**src/rtl/pulse_pattern_monitor.sv**
```systemverilog
// Captures WIDTH serial samples after a start request and reports the rebuilt word,
// its longest high/low runs, its edge count, and whether it equals an expected pattern.
module pulse_pattern_monitor #(
    parameter int WIDTH = 16,
    parameter int CNT_W = $clog2(WIDTH) + 1
) (
    input  logic             clock,
    input  logic             reset,
    input  logic             start,
    input  logic             serial_in,
    input  logic [WIDTH-1:0] expected,
    output logic             busy,
    output logic             valid,
    output logic             match,
    output logic [WIDTH-1:0] captured,
    output logic [CNT_W-1:0] high_run,
    output logic [CNT_W-1:0] low_run,
    output logic [CNT_W-1:0] edge_count
);

    typedef enum logic [1:0] {
        S_IDLE    = 2'd0,
        S_CAPTURE = 2'd1,
        S_DONE    = 2'd2
    } state_t;

    localparam logic [CNT_W-1:0] LP_ONE  = CNT_W'(1);
    localparam logic [CNT_W-1:0] LP_LAST = CNT_W'(WIDTH - 1);
    localparam logic [CNT_W-1:0] LP_FULL = CNT_W'(WIDTH);

    state_t r_state;
    state_t w_state_nxt;

    logic [CNT_W-1:0] r_cnt;
    logic [WIDTH-1:0] r_shift;
    logic             r_prev;
    logic [CNT_W-1:0] r_run;
    logic [CNT_W-1:0] r_max_hi;
    logic [CNT_W-1:0] r_max_lo;
    logic [CNT_W-1:0] r_edges;

    logic             r_valid;
    logic             r_match;
    logic [WIDTH-1:0] r_captured;
    logic [CNT_W-1:0] r_high_run;
    logic [CNT_W-1:0] r_low_run;
    logic [CNT_W-1:0] r_edge_count;

    logic             w_accept;
    logic             w_sample;
    logic             w_first;
    logic             w_same;
    logic             w_last;
    logic [CNT_W-1:0] w_run_nxt;
    logic [CNT_W-1:0] w_edges_nxt;
    logic [CNT_W-1:0] w_max_hi_nxt;
    logic [CNT_W-1:0] w_max_lo_nxt;
    logic [WIDTH-1:0] w_shift_nxt;

    always_ff @(posedge clock or posedge reset) begin
        if (reset) begin
            r_state <= S_IDLE;
        end else begin
            r_state <= w_state_nxt;
        end
    end

    // DONE behaves like IDLE for start, which gives back-to-back windows of WIDTH+1 cycles
    always_comb begin
        w_state_nxt = r_state;
        w_accept    = 1'b0;
        w_sample    = 1'b0;
        case (r_state)
            S_IDLE, S_DONE: begin
                if (start) begin
                    w_state_nxt = S_CAPTURE;
                    w_accept    = 1'b1;
                end else begin
                    w_state_nxt = S_IDLE;
                end
            end
            S_CAPTURE: begin
                w_sample = 1'b1;
                if (w_last) begin
                    w_state_nxt = S_DONE;
                end
            end
            default: w_state_nxt = S_IDLE;
        endcase
    end

    // Per-sample tracker update; also feeds the result registers on the final sample
    always_comb begin
        w_first      = (r_cnt == '0);
        w_same       = (serial_in == r_prev);
        w_last       = (r_cnt == LP_LAST);
        w_run_nxt    = LP_ONE;
        if (!w_first && w_same) begin
            w_run_nxt = (r_run == LP_FULL) ? LP_FULL : r_run + LP_ONE;
        end
        w_edges_nxt  = r_edges + ((!w_first && !w_same) ? LP_ONE : '0);
        w_max_hi_nxt = r_max_hi;
        w_max_lo_nxt = r_max_lo;
        if (serial_in) begin
            if (w_run_nxt > r_max_hi) w_max_hi_nxt = w_run_nxt;
        end else begin
            if (w_run_nxt > r_max_lo) w_max_lo_nxt = w_run_nxt;
        end
        w_shift_nxt  = {r_shift[WIDTH-2:0], serial_in};
    end

    always_ff @(posedge clock or posedge reset) begin
        if (reset) begin
            r_cnt        <= '0;
            r_shift      <= '0;
            r_prev       <= 1'b0;
            r_run        <= '0;
            r_max_hi     <= '0;
            r_max_lo     <= '0;
            r_edges      <= '0;
            r_valid      <= 1'b0;
            r_match      <= 1'b0;
            r_captured   <= '0;
            r_high_run   <= '0;
            r_low_run    <= '0;
            r_edge_count <= '0;
        end else begin
            r_valid <= w_sample && w_last;
            if (w_accept) begin
                r_cnt    <= '0;
                r_shift  <= '0;
                r_prev   <= 1'b0;
                r_run    <= '0;
                r_max_hi <= '0;
                r_max_lo <= '0;
                r_edges  <= '0;
            end else if (w_sample) begin
                r_cnt    <= r_cnt + LP_ONE;
                r_shift  <= w_shift_nxt;
                r_prev   <= serial_in;
                r_run    <= w_run_nxt;
                r_max_hi <= w_max_hi_nxt;
                r_max_lo <= w_max_lo_nxt;
                r_edges  <= w_edges_nxt;
                if (w_last) begin
                    r_captured   <= w_shift_nxt;
                    r_match      <= (w_shift_nxt == expected);
                    r_high_run   <= w_max_hi_nxt;
                    r_low_run    <= w_max_lo_nxt;
                    r_edge_count <= w_edges_nxt;
                end
            end
        end
    end

    assign busy       = (r_state == S_CAPTURE);
    assign valid      = r_valid;
    assign match      = r_match;
    assign captured   = r_captured;
    assign high_run   = r_high_run;
    assign low_run    = r_low_run;
    assign edge_count = r_edge_count;

endmodule

```
**config.mk**
```make
export PLATFORM = sky130hd
export DESIGN_NAME = pulse_pattern_monitor
export DESIGN_NICKNAME = d
export VERILOG_FILES = /design/src/rtl/pulse_pattern_monitor.sv
export SDC_FILE = /design/constraint.sdc
export NUM_CORES = 1
export LEC_CHECK = 0
export CORE_ASPECT_RATIO = 2
export CORE_UTILIZATION = 45
export CTS_BUF_LIST = sky130_fd_sc_hd__clkbuf_4
export CTS_CLUSTER_SIZE = 25
export DETAILED_ROUTE_END_ITERATION = 12
export DONT_BUFFER_PORTS = 1
export HOLD_SLACK_MARGIN = 0.15
export SLEW_MARGIN = 0
export SYNTH_ARGS = -nofsm -noshare
export SYNTH_HDL_FRONTEND = slang
export SYNTH_SLANG_ARGS = --single-unit
```
**constraint.sdc**
```tcl
create_clock -name clock -period 3.9 [get_ports clock]
set_clock_uncertainty 0.2 [all_clocks]
set_input_delay 0.975 -clock clock [delete_from_list [all_inputs] [get_ports clock]]
set_output_delay 0.975 -clock clock [all_outputs]
set_load 0.02 [all_outputs]
```
==> results.cfg, run 1 <==
[clock_network]
cts_tree = built
clk_pin_slew_ps = 120
cts_num_sinks = 75
ctsHoldBuffers = 0
postCtsSetupRepairBufs = 0
cts_buffers = 9
h-tree-depth = 3
clk_root_buffer_cell = clkbuf_4
insertion_delay_ps = 420
clock_path_buffers = 2

[logic_synthesis]
async_flop_share = 1.00
synth_area_leader_cell = dfrtp_1
yosysUniqueCellTypes = 55
yosysSeqAreaShare = 0.495
synth_edf_count = 0
syn_nets = 423
avgSynthCellArea_um2 = 9.77
synth.cell_area_um2 = 3790
yosysWarnings = 0
yosys-top-cells-area = dfrtp_1 49%, nand2_1 8.9%, ha_1 4.9%, xor2_1 4.6%, a22o_1 3.9%
ys_seq_elements = 75
synth_top_cell_area_share = 0.495
synthFlopType = dfrtp_1
syn_inst = 388

[critical_path]
path_delay_family = simple AND/OR/NAND/NOR gates
cp_slowest_cell = or4_1
end_kind = register
worstPathCellList = inv_1, ha_1, nor4b_2, and2b_4, nand2_1, inv_1, ha_1, nor2b_1, o21ai_0, a211oi_1, nor3_2, or4_1, a31oi_1
required_ps = 4050
critPathArrivalTime_ps = 3760
path_buf_inv = 2
worstPathMaxFanout = 10
criticalPathCategory = reg -> reg
critical_path.max_stage_delay_ps = 540
startpoint_type = register

[route]
drt_iter0_drc = 179
wl_per_cell_um = 18.6
vias = 2874
wl_um = 9210
viasPerCell = 5.81
first_pass_iters = 5
drc = 0
ant_nets = 0

[sta]
tightestPinTransition_ps = 984
slew-limit-headroom = 0.343
hold_viol = 0
max_freq_mhz = 277
fin_crit_sh = 0.925
setup_viol = 0
period_minus_slack_ps = 3610
rsz0062_at_grt = no
tns_ps = 0
finalMaxSlewViolations = 0

[global_route]
grt_first_pass_wirelength_um = 14900
grt_pass1_vias = 2918
grt_max_degree = 40
grt_overflow_total = 0
grt_usage = 0.232
antenna_found_initial = 0

[floorplan]
die_area_um2 = 8820
die_w_um = 66.9
core_um2 = 8230
initial_utilization = 0.461
io_pins = 54
die_h_um = 132
core.rowCount = 47

[final_layout]
fin_cells = 495
antenna_cells = 0
syn2layout_area_growth_pct = 6.70
fill_cells = 800
drive_gt1_frac = 0.106
nNetsFinal = 428

[power_and_ir_drop]
p_leak_nw = 1.93
total_power_mw = 3.48
powerDensity_nw_per_um2 = 859
ir_drop_mv = 0.372

[min_path]
min_path_type = reg -> reg

[place]
numPortBuffers = 0
dp_hpwl_um = 6780
dpl.cell_count = 480
gp_congestion = 0.987

[job]
max_cap_viol_count = 0

[outcome]
status = finished, final reports clean
## metrics by stage
step / utilization / setup WS, ps / hold slack (ps) / area (um^2)
global route: 0.491 / 36.9 / 351 / 4050
floorplan: - / 532 / 267 / 3790
CTS: 0.490 / 263 / 311 / 4040
global placement: 0.478 / 335 / 289 / 3940
detailed placement: 0.478 / 215 / 288 / 3940
finish: 0.491 / 291 / 311 / 4050
## registers in the layout, summed over array words and instances (netlist names), 5 cells and up
| signal | cells |
|---|---|
| captured | 16 |
| edge_count | 5 |
| r_run | 5 |
| r_max_hi | 5 |
| low_run | 5 |
| high_run | 5 |
| r_edges | 5 |
| r_shift | 15 |
| r_cnt | 5 |
| r_max_lo | 5 |
## area by class of cell
type	count	area [um^2]	area share
Sequential cell	75	1880	0.464
Multi-Input combinational cell	272	1760	0.436
Clock inverter	6	33.8	0.00835
Inverter	25	93.8	0.0232
Timing Repair Buffer	10	87.6	0.0216
Tap cell	98	123	0.0303
Clock buffer	9	67.6	0.0167
## logic make-up after synthesis
logic type	count (synthesis)	synth area share
muxes	9	0.0241
AOI/OAI and AO/OA	69	0.128
adders and majority gates	15	0.0495
DFF	75	0.495
buffers and inverters	41	0.0429
xor gates and xnor gates	24	0.0594
and+or+nand+nor	155	0.201
## path summary, 6_finish.rpt
check | from | endpoint | slack, ps | cells after the start
min | r_edges[4] | r_edges[4] | 310 | 1
max reg2reg | r_cnt[0] | low_run[2] | 290 | 13
min reg2reg | r_edges[4] | r_edges[4] | 310 | 1
max | r_cnt[0] | low_run[2] | 290 | 13
min in group asynchronous | reset | low_run[3] | 390 | 1
max in group asynchronous | reset | high_run[3] | 2420 | 2
## repair_timing
item / in CTS / in global routing
hold endpoints to repair: 0 / 0
setup endpoints to repair: 0 / 3
resized for setup: 0 / 1
## placed cells by master (no fill, tap or decap), types with 3 or more instances in the layout
cell type  synthesis  routed
nor4_1             4       4
o31ai_1            4       4
nand4_1            5       5
inv_1             24      23
nand2_1           90      90
nand2b_1           3       3
or4_1              4       4
mux2i_1            8       8
xor2_1            20      20
dfrtp_1           75      75
buf_4              0       9
nor2_1             9       8
ha_1              15      15
clkinv_1           1       3
nand3_1           13      13
o211ai_1           5       5
nor2b_1            5       5
a21oi_1            4       4
or3_1              3       3
a31oi_1            3       3
o21ai_0           21      21
clkbuf_4           0       9
nor3_2             3       3
a22o_1            17      17
## power breakdown
group	leakage (nW)	total (mW)	internal [mW]	switching [mW]
Clock	0.0566	0.398	0.122	0.276
Sequential	0.949	1.57	1.09	0.484
Combinational	0.924	1.51	0.613	0.895
Total	1.93	3.48	1.82	1.66
## metal layers
metal | global-route usage | up-vias | share of wire
met4 | 0.119 | 0 | 0.037
li1 | - | 1344 | -
met1 | 0.248 | 1422 | 0.36
met3 | 0.0467 | 28 | 0.034
met5 | 0 | - | 0
met2 | 0.410 | 80 | 0.57
## Yosys cell counts, drive strengths merged (6+ instances only)
cell type,instances
a22o,17
clkbuf,13
dfrtp,75
ha,15
inv,24
mux2i,8
nand2,91
nand3,14
nor2,10
o211ai,6
o21ai,22
xor2,20
## worst reg2reg max path, cell delays in order (launching register included)
cell      delay, ps
dfrtp_1         440
inv_1            70
ha_1            140
nor4b_2         320
and2b_4         260
nand2_1         170
inv_1            90
ha_1            320
nor2b_1         170
o21ai_0         100
a211oi_1        370
nor3_2          190
or4_1           540
a31oi_1         160
Power figures use the tool's default switching activity.
==> run 2: changes to the inputs <==
--- a/config.mk
+++ b/config.mk
@@ -11,7 +11,9 @@
 export CTS_CLUSTER_SIZE = 25
 export DETAILED_ROUTE_END_ITERATION = 12
 export DONT_BUFFER_PORTS = 1
+export GPL_TIMING_DRIVEN = 1
 export HOLD_SLACK_MARGIN = 0.15
+export REMOVE_ABC_BUFFERS = 1
 export SLEW_MARGIN = 0
 export SYNTH_ARGS = -nofsm -noshare
 export SYNTH_HDL_FRONTEND = slang
==> run 2 against run 1 <==
Effect of this change: first-iteration DRC count shrank 6.1%; largest cell class unchanged; sequential share of layout area shrank 0.48 points; final cell count shrank 0.20%; maximum frequency grew 1.7%; sequential power is essentially flat; global-route usage shrank 1.3 points; register-to-register slack gained 60 ps; routed wire length shrank 2.7%; combinational power is essentially flat; power grew 3.2%.
==> results.cfg, run 2 (synthesis results as in run 1) <==
[outcome]
status = finished, final reports clean

[global_route]
grt_pass1_vias = 2841
grt_max_degree = 48
antenna_found_initial = 0
grt_overflow_total = 0
grt_first_pass_wirelength_um = 14100
grt_usage = 0.219

[final_layout]
final_util = 0.497
nNetsFinal = 426
final_common_cell = nand2_1
largest_reg_flops = 16
layout_common_cells = 90 x nand2_1, 75 x dfrtp_1, 23 x inv_1
ff_latch_area_um2 = 1880
multi_input_area_um2 = 1760
drive_gt1_frac = 0.101
syn2layout_area_growth_pct = 7.82
fill_cells = 789
antenna_cells = 0

[power_and_ir_drop]
pwr-share-clk = 0.150
p_switching_mw = 1.63
p_int_mw = 1.96
seqPwrFrac = 0.438
p_comb_frac = 0.412
p_leak_nw = 1.95
powerDensity_nw_per_um2 = 878
ir_drop_mv = 0.332
total_power_mw = 3.59
swShare = 0.453

[clock_network]
clk_pin_slew_ps = 120
ctsResizeCount = 0
cts_num_sinks = 75
clk_root_buffer_cell = clkbuf_4
ctsHoldBuffers = 0
cts_tree = built
insertion_delay_ps = 440
cts_buffers = 9
clock_path_buffers = 2
h-tree-depth = 3
postCtsSetupRepairBufs = 0

[route]
drc = 0
viasPerCell = 5.70
ant_nets = 0
wl_um = 8960
drt_iter0_drc = 168
first_pass_iters = 4
wl_per_cell_um = 18.1
vias = 2818

[floorplan]
die_h_um = 132
io_pins = 54
die_w_um = 66.9
die_area_um2 = 8820
core.rowCount = 47
initial_utilization = 0.461
core_um2 = 8230

[critical_path]
criticalPathCategory = reg -> reg
worstPathMaxFanout = 10
worstReg2RegEnd = r_max_lo[1]
required_ps = 4070
critPathArrivalTime_ps = 3710
startpoint_type = register
rrSetupSlack_ps = 350
reg2reg_from = r_cnt[0]
reg2reg_depth = 13
end_kind = register

[sta]
rsz0062_at_grt = no
slew-limit-headroom = 0.352
hold_viol = 0
setup_viol = 0
tightestPinTransition_ps = 971
tns_ps = 0
max_freq_mhz = 282
hold_slack_ps = 296
finalMaxSlewViolations = 0
period_minus_slack_ps = 3550
fin_crit_sh = 0.910

[place]
numPortBuffers = 0
gp_congestion = 0.892
dp_hpwl_um = 6500

[job]
max_cap_viol_count = 0

[min_path]
min_path_type = in -> async
[run 2: worst max-delay path by stage]
stage                     from     endpoint  slack, ps  cells past startpoint
floorplan           r_state[0]  high_run[0]        500                      6
global placement     serial_in  r_max_lo[1]        340                     11
detailed placement   serial_in  r_max_lo[1]        240                     11
CTS                   r_cnt[0]  r_max_lo[0]        300                     13
global route          r_cnt[0]  r_max_lo[1]         10                     13
finish                r_cnt[0]  r_max_lo[1]        350                     13
[run 2: layer usage]
| layer | global-route usage | share of wire | up-vias | wire (um) |
|---|---|---|---|---|
| li1 | - | - | 1349 | - |
| met1 | 0.225 | 0.36 | 1387 | 3270 |
| met2 | 0.410 | 0.58 | 67 | 5170 |
| met3 | 0.0433 | 0.034 | 15 | 307 |
| met4 | 0.0887 | 0.024 | 0 | 216 |
| met5 | 0 | 0 | - | 0 |
[run 2: power by group through the flow]
stage	combinational [mW]	clock (mW)	sequential, mW
2_1_floorplan	1.10	0	1.49
3_3_place_gp	1.44	0	1.59
3_5_place_dp	1.48	0	1.59
4_1_cts	1.49	0.550	1.58
5_1_grt	1.65	0.589	1.62
6_report	1.48	0.538	1.57
[run 2: cell type report]
class,count,share of cell area
flip-flops and latches,75,0.459
multi-input cells,272,0.429
well taps,98,0.0300
inverters,25,0.0229
repair buffers,8,0.0208
clock inverters,6,0.0196
clock buffers,10,0.0184
[run 2: per-stage QoR]
stage                     area, um^2  cells  worst slack (ps)
final                           4090    494               351
after global routing            4090    494              13.6
after CTS                       4090    494               301
after detailed placement        3930    478               243
after global placement          3930    478               339
after floorplan                 3720    372               499
[run 2: critical path: stages, from the launching register on]
cell and delay, ps:
dfrtp_1 440, inv_1 80, ha_1 130, nor4b_2 300, and2b_4 260, nand2_1 160, inv_1 90, ha_1 320
nor2b_1 130, o21ai_0 80, a211oi_1 370, nor3_2 170, nor4_2 510, mux2i_1 240
